## src/rtl/fetch_pc_unit.sv

```systemverilog
// Program counter and fetch control for the single-cycle core.
// Drives the instruction-memory address, forwards the fetched word to decode,
// selects the next PC, detects the halt sentinel and misaligned redirects,
// and counts retired instructions with a saturating counter.
module fetch_pc_unit #(
  parameter logic [31:0] RESET_PC   = 32'h0000_0000,
  parameter logic [31:0] HALT_INSTR = 32'h0000_0063,
  parameter int unsigned CNT_W      = 32
) (
  input  logic             clk,
  input  logic             rst,
  input  logic             stall,
  input  logic             br_taken,
  input  logic [31:0]      br_target,
  input  logic [31:0]      instr_in,
  output logic [31:0]      pc_out,
  output logic [31:0]      pc_plus4,
  output logic [31:0]      instr_out,
  output logic             instr_valid,
  output logic             halted,
  output logic             misalign_err,
  output logic [31:0]      err_addr,
  output logic [CNT_W-1:0] retired_cnt
);

  localparam logic [31:0] NOP_INSTR = 32'h0000_0013;

  typedef enum logic [1:0] {
    BOOT,
    RUN,
    HALT,
    ERR
  } state_t;

  state_t           state_q, state_d;
  logic [31:0]      pc_q, pc_d;
  logic [CNT_W-1:0] cnt_q, cnt_d;
  logic             halted_q, halted_d;
  logic             err_q, err_d;
  logic [31:0]      eaddr_q, eaddr_d;
  logic [CNT_W-1:0] cnt_inc;
  logic             fire;

  // Fetch-side combinational outputs; instr_out reads zero while reset is held
  // and the NOP bubble otherwise whenever nothing is presented to decode.
  always_comb begin
    fire     = (state_q == RUN) && !stall;
    pc_plus4 = pc_q + 32'd4;
    if (rst) begin
      instr_out = '0;
    end else if (fire) begin
      instr_out = instr_in;
    end else begin
      instr_out = NOP_INSTR;
    end
    cnt_inc = (cnt_q == '1) ? cnt_q : cnt_q + 1'b1;
  end

  // Next-state and next-PC selection; halt outranks any redirect, and a
  // misaligned redirect freezes the PC instead of retiring.
  always_comb begin
    state_d  = state_q;
    pc_d     = pc_q;
    cnt_d    = cnt_q;
    halted_d = halted_q;
    err_d    = err_q;
    eaddr_d  = eaddr_q;
    unique case (state_q)
      BOOT: begin
        state_d = RUN;
      end
      RUN: begin
        if (fire) begin
          if (instr_in == HALT_INSTR) begin
            state_d  = HALT;
            halted_d = 1'b1;
            cnt_d    = cnt_inc;
          end else if (br_taken && (br_target[1:0] != 2'b00)) begin
            state_d = ERR;
            err_d   = 1'b1;
            eaddr_d = br_target;
          end else if (br_taken) begin
            pc_d  = br_target;
            cnt_d = cnt_inc;
          end else begin
            pc_d  = pc_plus4;
            cnt_d = cnt_inc;
          end
        end
      end
      HALT: begin
        state_d = HALT;
      end
      ERR: begin
        state_d = ERR;
      end
      default: begin
        state_d = BOOT;
      end
    endcase
  end

  // State, PC, counter and error registers with asynchronous reset.
  always_ff @(posedge clk or posedge rst) begin
    if (rst) begin
      state_q  <= BOOT;
      pc_q     <= RESET_PC;
      cnt_q    <= '0;
      halted_q <= 1'b0;
      err_q    <= 1'b0;
      eaddr_q  <= '0;
    end else begin
      state_q  <= state_d;
      pc_q     <= pc_d;
      cnt_q    <= cnt_d;
      halted_q <= halted_d;
      err_q    <= err_d;
      eaddr_q  <= eaddr_d;
    end
  end

  assign pc_out       = pc_q;
  assign instr_valid  = fire;
  assign halted       = halted_q;
  assign misalign_err = err_q;
  assign err_addr     = eaddr_q;
  assign retired_cnt  = cnt_q;

endmodule

```

## config.mk

```make
export PLATFORM = sky130hd
export DESIGN_NAME = fetch_pc_unit
export DESIGN_NICKNAME = d
export VERILOG_FILES = /design/src/rtl/fetch_pc_unit.sv
export SDC_FILE = /design/constraint.sdc
export NUM_CORES = 1
export LEC_CHECK = 0
export CAP_MARGIN = 20
export CORE_ASPECT_RATIO = 1.75
export CORE_MARGIN = 1.5
export CORE_UTILIZATION = 42
export CTS_CLUSTER_SIZE = 28
export DETAILED_ROUTE_END_ITERATION = 6
export MAX_ROUTING_LAYER = met4
export PLACE_DENSITY_LB_ADDON = 0.12
export SYNTH_ARGS = -nofsm -noshare
export SYNTH_HDL_FRONTEND = slang
export SYNTH_SLANG_ARGS = --single-unit
```

## constraint.sdc

```tcl
create_clock -name clk -period 7.68 [get_ports clk]
set_input_delay 1.536 -clock clk [delete_from_list [all_inputs] [get_ports clk]]
set_output_delay 1.536 -clock clk [all_outputs]
set_load 0.005 [all_outputs]
```

# Word level (Yosys, flattened, before mapping)
# Cells that the tools add are included.
# op_classes
n_addsub,2
n_eq_ne,8
mux,10
bitwise_logic,2
reduce_logical,10
# op_table
cell,count
$mux 32,6
$add 32x1->32 const B,1
$add 32x3->32 const B,1
$eq 32x32->1 const B,1
$eq 32x7->1 const B,1
$pmux 2 s4,1
$reduce_and 4->1,2
$mux 2,3
$reduce_and 3->1,2
$eq 2x2->1 const B,2
$ne 2x2->1 const B,2
$ne 3x1->1 const B,1
$eq 2x1->1 const B,1
$logic_and 1x1->1,2
$logic_not 2->1,1
$not 1->1,2
$reduce_and 2->1,1
$reduce_bool 2->1,1
$logic_not 1->1,1
# totals
register_bits,100
input_bits,68
output_inout_bits,163
elab_cells,38

# Depth between registers and ports, before layout
# Gate-level depths: netlist of run 1.
# depth
ltp_word,6
ltp_mapped,8
mapped_depth_nobuf,7

# Worst setup path before layout of run 1
# No wires, ideal clock.
# synth_path
path_kind,in2out
from,input rst
to,output instr_out[22]
arrival_ns,5.132
required_time_ns,6.144
path_slack_ns,1.012
path_stages,3
n_path_buf,1
cell_sequence,inv_1 clkbuf_1 and3_1
# synth_between
elab_chain_cells,1
# synth_lines
item,line_no,rtl
from (decl),11,"input logic rst,"
$mux 32,49,if (rst) begin
to (decl),18,"output logic [31:0] instr_out,"
# Every way passes these cells.

# Worst setup path in the final report of run 1
# layout_path
from,input rst
to,output instr_out[26]
# The elaborated chain is that of the path after synthesis.

==> run_results.csv, run 1 <==
group,metric,value,unit
outcome,status,"finished clean",
finish,final_net_count,828,
global_routing,grt_overflow_total,0,
logic_synthesis,number_of_instances_in_the_synthesized_netlist,546,
logic_synthesis,synthDominantCellAreaShare,0.451,
timing,timing.final.max_slew_violations,0,
routing,antenna_violating_nets_post_route,0,
routing,detail_route.vias_per_cell,5.62,
timing,timing.clock.skew,11.2,ps
critical_path,timing_worst_setup_path_type,"primary input to primary output",
critical_path,slowest_stage,"sky130_fd_sc_hd__inv_4",
clocking,hold_buffers,0,
placed_design,routabilityCongestion,0.936,
pwr,power-per-cell-area,211,nW/um^2
logic_synthesis,synth_async_sr_flop_share,1.00,
die,start_util,0.429,
flow_run,max_cap_viol_count,0,
timing,setup_total_negative_slack,0,ps
finish,syn_to_final_growth,49.0,%
finish,layout.cells.most_common,"sky130_fd_sc_hd__clkdlybuf4s50_1",
finish,drive_gt1_frac,0.0577,
global_routing,grt_pass1_vias,5336,
routing,routedWlPerCell,19.4,um
global_routing,grt_max_degree,79,
logic_synthesis,synth.yosys.warnings,0,
clocking,cts_resized,0,
global_routing,grt_use_total,0.265,
finish,antennaDiodeCount,0,
die,io_pins,231,
logic_synthesis,synth_flop_cell,"sky130_fd_sc_hd__dfrtp_1",
die,die_area,13900,um^2
critical_path,critical_path_required,6140,ps
die,die_x,89.9,um
timing,finalWorstPathRequiredPeriod,5040,ps
pwr,power_leakage,3.40,nW
logic_synthesis,synth.cell_area,5550,um^2
pwr,ir_worst_vdd,0.156,mV
critical_path,critical_path_arrival,3500,ps
placed_design,port_buffers,230,
timing,rsz0062_at_grt,"no",
logic_synthesis,ys_seq_elements,100,
timing,period_share,0.656,
routing,vias,5250,
clocking,cts_buffers,9,
critical_path,path_max_fanout,78,
finish,final_cell_mix,"229 x sky130_fd_sc_hd__clkdlybuf4s50_1, 100 x sky130_fd_sc_hd__dfrtp_1, 47 x sky130_fd_sc_hd__xnor2_1, 44 x sky130_fd_sc_hd__and3_1, 35 x sky130_fd_sc_hd__nand3_1",
global_routing,grt_pass1_wl,28.3,mm
critical_path,worst_setup_path_start_kind,"primary input",
routing,routed_wl,18.1,mm
routing,drt_pass1_iterations,5,
min_path,hold_path.class,"flip-flop to flip-flop",
logic_synthesis,netlist_top_cells_area,"sky130_fd_sc_hd__dfrtp_1 45%, sky130_fd_sc_hd__xnor2_1 7.4%, sky130_fd_sc_hd__mux2_1 5.9%, sky130_fd_sc_hd__and3_1 5.0%, sky130_fd_sc_hd__nand3_1 3.2%",
logic_synthesis,synth.lib_cells_used.distinct,65,
routing,drt_drc_violations_left,0,
timing,slew_headroom,0.252,
clocking,clk-insertion-delay-late,340,ps
logic_synthesis,mapped_nets,616,
clocking,clkSinkCount,100,
finish,stdcell_count,934,
die,die_h,155,um
clocking,ctsHtreeMaxLevel,3,
clocking,tritoncts,"done",
critical_path,critical_path.endpoint_type,"primary output",
logic_synthesis,post_synthesis_sequential_area_ratio,0.451,
placed_design,cell_count_after_placement,915,
logic_synthesis,synth_edf_count,0,
logic_synthesis,synth.avg_cell_area,10.2,um^2
die,core-area,12900,um^2
timing,report.final.hold_viol_count,0,
clocking,clock_path_buffers,2,
die,fp-row-count,55,
timing,max_clock_freq,0.199,GHz
placed_design,detailedPlacementHpwl,13.4,mm
placed_design,post_place_cell_area,7900,um^2
critical_path,critPathMostFrequentCell,"sky130_fd_sc_hd__clkdlybuf4s50_1",
critical_path,cpPeakStageDelay,630,ps
clocking,post-cts-setup-buffer-count,0,
clocking,worst_setup_hold_path_clk_slew,70,ps
timing,worst-slew-pin-transition,1120,ps
critical_path,list_of_cells_traversed_by_the_critical_path,"clkdlybuf4s50_1, inv_4, and3_1, clkdlybuf4s50_1",
clocking,clock_root_cell,"sky130_fd_sc_hd__clkbuf_16",
logic_synthesis,synth.largest_area_cell,"sky130_fd_sc_hd__dfrtp_1",
finish,fin_area,8270,um^2
global_routing,antenna_found_initial,0,
timing,finalSetupViolCount,0,
routing,dr.first_iter.drc_count,231,
## registers in the layout, indices dropped and copies added, names as in the netlist
signal / flops
misalign_err: 1
state_q: 2
pc_out: 32
err_addr: 32
retired_cnt: 32
halted: 1
## Yosys cell counts (4+ instances only)
library cell                number
sky130_fd_sc_hd__nand3_1        35
sky130_fd_sc_hd__and4_1         13
sky130_fd_sc_hd__a31oi_1         8
sky130_fd_sc_hd__o21ai_0        19
sky130_fd_sc_hd__dfrtp_1       100
sky130_fd_sc_hd__nor3_1          6
sky130_fd_sc_hd__a21oi_1        12
sky130_fd_sc_hd__o21a_1          5
sky130_fd_sc_hd__xnor2_1        47
sky130_fd_sc_hd__nor4_2          5
sky130_fd_sc_hd__buf_2          12
sky130_fd_sc_hd__clkbuf_1       14
sky130_fd_sc_hd__and2_1          7
sky130_fd_sc_hd__nor4_1         11
sky130_fd_sc_hd__nand4_1        21
sky130_fd_sc_hd__o2bb2ai_1       5
sky130_fd_sc_hd__mux2_1         29
sky130_fd_sc_hd__nor2_1         31
sky130_fd_sc_hd__nand2_1        25
sky130_fd_sc_hd__inv_1          16
sky130_fd_sc_hd__mux2_2          4
sky130_fd_sc_hd__and3_1         44
sky130_fd_sc_hd__xor2_1         12
## worst paths after layout
kind / slack (ps) / end / startpoint / depth (start not counted)
worst min-delay path: 460 / halted / halted / 1
min in group asynchronous: 1800 / err_addr[0] / rst / 2
worst min register to register: 460 / halted / halted / 1
max in group asynchronous: 4670 / retired_cnt[23] / rst / 3
worst max register to register: 4970 / retired_cnt[1] / retired_cnt[0] / 6
worst max-delay path: 2640 / instr_out[26] / rst / 4
## per-stage QoR
step	hold slack (ps)	util	worst slack, ps	power [W]
floorplan	447	-	1010	0.000899
global placement	445	0.611	2420	0.00126
detailed placement	448	0.611	2270	0.00128
CTS	469	0.635	2270	0.00175
global route	487	0.639	2470	0.00183
finish	465	0.639	2640	0.00174
## worst max-delay path, delay by kind of cell
kind                   cells  cell delay (ps)
buffers and inverters      3             1640
and+or+nand+nor            1              290
## where the power goes
group | internal (W) | leakage (nW) | switching (W)
clock | 0.000260 | 0.150 | 0.000212
combinational | 0.000350 | 1.97 | 0.000197
sequential | 0.000613 | 1.28 | 0.000110
total | 0.00122 | 3.40 | 0.000519
## layer usage
layer	track usage	wire (um)	up-vias
met1	0.292	6810	2557
met2	0.456	9410	210
met5	-	0	-
met4	0.136	800	0
li1	-	-	2433
met3	0.0513	1060	50
## cell families after synthesis
group,after synthesis,synth area share
xor gates and xnor gates,59,0.0932
AOI/OAI and AO/OA,87,0.111
adders and majority gates,2,0.00451
muxes,35,0.0706
DFF,100,0.451
and+or+nand+nor,213,0.227
buffers and inverters,50,0.0426
## area by class of cell
cell class	instances	area [um^2]
Clock inverter	6	76.3
Multi-Input combinational cell	396	2810
Inverter	16	62.6
Sequential cell	100	2500
Fill cell	1140	4670
Timing Repair Buffer	235	2370
Clock buffer	10	229
Tap cell	171	214
No activity file was read; power rests on OpenSTA's default activity.
==> run 2: changes to the inputs <==
clock period = 5.1 ns   (was 7.68 ns; I/O delays follow)
==> run 2 against run 1 <==
Against the previous run: clock power is 42% higher; final area down 0.56%; worst setup slack worse by 1900 ps; critical path type unchanged; critical path depth rose by 3; largest power group unchanged; clock skew grew 2.4 ps; routed wire length increased by 1.4%; register-to-register slack got worse by 2700 ps.
==> run_results.csv, run 2 (synthesis results as in run 1) <==
group,metric,value,unit
routing,drt_pass1_iterations,5,
die,fp-row-count,55,
critical_path,r2r.worst_path.cells,5,
min_path,holdPathStages,1,
clocking,worst_setup_hold_path_clk_slew,70,ps
finish,syn_to_final_growth,48.2,%
routing,dr.first_iter.drc_count,246,
routing,detail_route.vias_per_cell,5.60,
die,die_h,155,um
pwr,p_int,0.00180,W
finish,layout.cells.most_common,"sky130_fd_sc_hd__clkdlybuf4s50_1",
critical_path,cpPeakStageDelay,640,ps
pwr,power_frac_clock,0.260,
pwr,p_seq_frac,0.421,
pwr,ir_worst_vdd,0.231,mV
timing,period_share,0.849,
placed_design,cell_count_after_placement,919,
die,die_x,89.9,um
clocking,clock_path_buffers,2,
pwr,power_leakage,3.38,nW
die,core-area,12900,um^2
die,die_area,13900,um^2
critical_path,critical_path.endpoint_type,"primary output",
pwr,power-per-cell-area,314,nW/um^2
clocking,cts_resized,0,
critical_path,worst_r2r_endpoint,"pc_out[8]",
critical_path,slowest_stage,"sky130_fd_sc_hd__inv_1",
placed_design,routabilityCongestion,0.877,
timing,report.final.hold_viol_count,0,
global_routing,grt_use_total,0.269,
timing,worst_hold_slack,473,ps
finish,final_core_utilization,0.635,
finish,antennaDiodeCount,0,
pwr,power.share.switching,0.302,
timing,timing.clock.skew,13.6,ps
clocking,post-cts-setup-buffer-count,0,
clocking,clock_root_cell,"sky130_fd_sc_hd__clkbuf_16",
routing,vias,5240,
critical_path,list_of_cells_traversed_by_the_critical_path,"clkdlybuf4s50_1, inv_1, nand3b_1, inv_1, buf_4, and3_1, clkdlybuf4s50_1",
clocking,tritoncts,"done",
critical_path,critical_path_required,4080,ps
die,io_pins,231,
routing,routedWlPerCell,19.6,um
flow_run,max_cap_viol_count,0,
global_routing,grt_pass1_wl,28.6,mm
critical_path,worst_setup_path_start_kind,"primary input",
placed_design,detailedPlacementHpwl,13.9,mm
global_routing,grt_max_degree,71,
timing,timing.final.max_slew_violations,0,
critical_path,path_max_fanout,34,
timing,setup_total_negative_slack,0,ps
global_routing,antenna_found_initial,0,
finish,final_cell_mix,"229 x sky130_fd_sc_hd__clkdlybuf4s50_1, 100 x sky130_fd_sc_hd__dfrtp_1, 47 x sky130_fd_sc_hd__xnor2_1, 44 x sky130_fd_sc_hd__and3_1, 35 x sky130_fd_sc_hd__nand3_1",
global_routing,grt_overflow_total,0,
timing,slew_headroom,0.266,
timing,finalSetupViolCount,0,
critical_path,critical_path_buf_inv_count,5,
clocking,clkSinkCount,100,
global_routing,grt_pass1_vias,5494,
finish,final_net_count,829,
critical_path,critPathTopFamily,"buffers and inverters",
timing,worst-slew-pin-transition,1100,ps
clocking,cts_buffers,9,
routing,antenna_violating_nets_post_route,0,
finish,drive_gt1_frac,0.0589,
routing,routed_wl,18.3,mm
critical_path,critical_path.reg2reg.startpoint,"state_q[1]",
clocking,ctsHtreeMaxLevel,3,
placed_design,port_buffers,230,
pwr,power.share.combinational,0.319,
clocking,hold_buffers,0,
finish,stdcell_count,935,
timing,finalWorstPathRequiredPeriod,4330,ps
clocking,clk-insertion-delay-late,350,ps
critical_path,ff2ff_setup_slack,2280,ps
critical_path,timing_worst_setup_path_type,"primary input to primary output",
die,start_util,0.429,
timing,rsz0062_at_grt,"no",
min_path,hold_path.class,"flip-flop to flip-flop",
timing,max_clock_freq,0.231,GHz
min_path,hp-start,"halted",
critical_path,critical_path_arrival,3310,ps
outcome,status,"finished clean",
pwr,power.net_switching,0.000780,W
min_path,worstHoldEndpoint,"halted",
routing,drt_drc_violations_left,0,
run 2: cell count changes in the layout (fill, tap and decap cells not counted):
cell | before | now
sky130_fd_sc_hd__buf_16 | 1 | 0
sky130_fd_sc_hd__buf_8 | 2 | 0
sky130_fd_sc_hd__clkinvlp_4 | 0 | 2
sky130_fd_sc_hd__buf_4 | 2 | 6
sky130_fd_sc_hd__clkbuf_8 | 0 | 1
sky130_fd_sc_hd__bufinv_16 | 1 | 0
sky130_fd_sc_hd__inv_6 | 3 | 1
run 2: worst register-to-register path, stage by stage (launching register included):
cell	delay (ps)
sky130_fd_sc_hd__dfrtp_1	390
sky130_fd_sc_hd__nand3b_1	280
sky130_fd_sc_hd__inv_1	640
sky130_fd_sc_hd__o211a_1	890
sky130_fd_sc_hd__o21ai_0	240
sky130_fd_sc_hd__a221oi_1	290
run 2: power by group through the flow:
stage          clock network, W  logic (W)  registers (W)
2_1_floorplan                 0   0.000289        0.00106
3_3_place_gp                  0   0.000814        0.00109
3_5_place_dp                  0   0.000825        0.00110
4_1_cts                0.000684   0.000832        0.00109
5_1_grt                0.000711   0.000880        0.00111
6_report               0.000670   0.000823        0.00109
run 2: worst max-delay path by stage:
| stage | to | slack [ps] | start | cells after the start |
|---|---|---|---|---|
| 4_1_cts | instr_out[10] | 790 | stall | 7 |
| 5_1_grt | instr_out[10] | 580 | stall | 7 |
| 3_3_place_gp | instr_out[10] | 920 | stall | 7 |
| 3_5_place_dp | instr_out[10] | 790 | stall | 7 |
| 2_1_floorplan | instr_out[22] | 1200 | rst | 3 |
| 6_report | instr_out[10] | 770 | stall | 7 |
run 2: per-layer routing:
metal | routed length [um] | vias up | global-route usage
met5 | 0 | - | -
met4 | 701 | 0 | 0.126
met3 | 1020 | 49 | 0.0547
met2 | 9810 | 198 | 0.486
met1 | 6800 | 2567 | 0.279
li1 | - | 2426 | -
run 2: cell type report:
class	count	area, um^2
timing repair buffer	236	2340
sequential	100	2500
clock inverter	5	43.8
inverter	16	62.6
fill	1159	4720
multi-input combinational	396	2810
clock buffer	11	243
tap	171	214
run 2: through the flow:
step                setup slack, ps  cell area [um^2]  total power, W
floorplan                      1200              5550         0.00135
global placement                916              7930         0.00190
detailed placement              794              7930         0.00193
CTS                             786              8220         0.00260
global route                    583              8220         0.00270
finish                          768              8220         0.00258
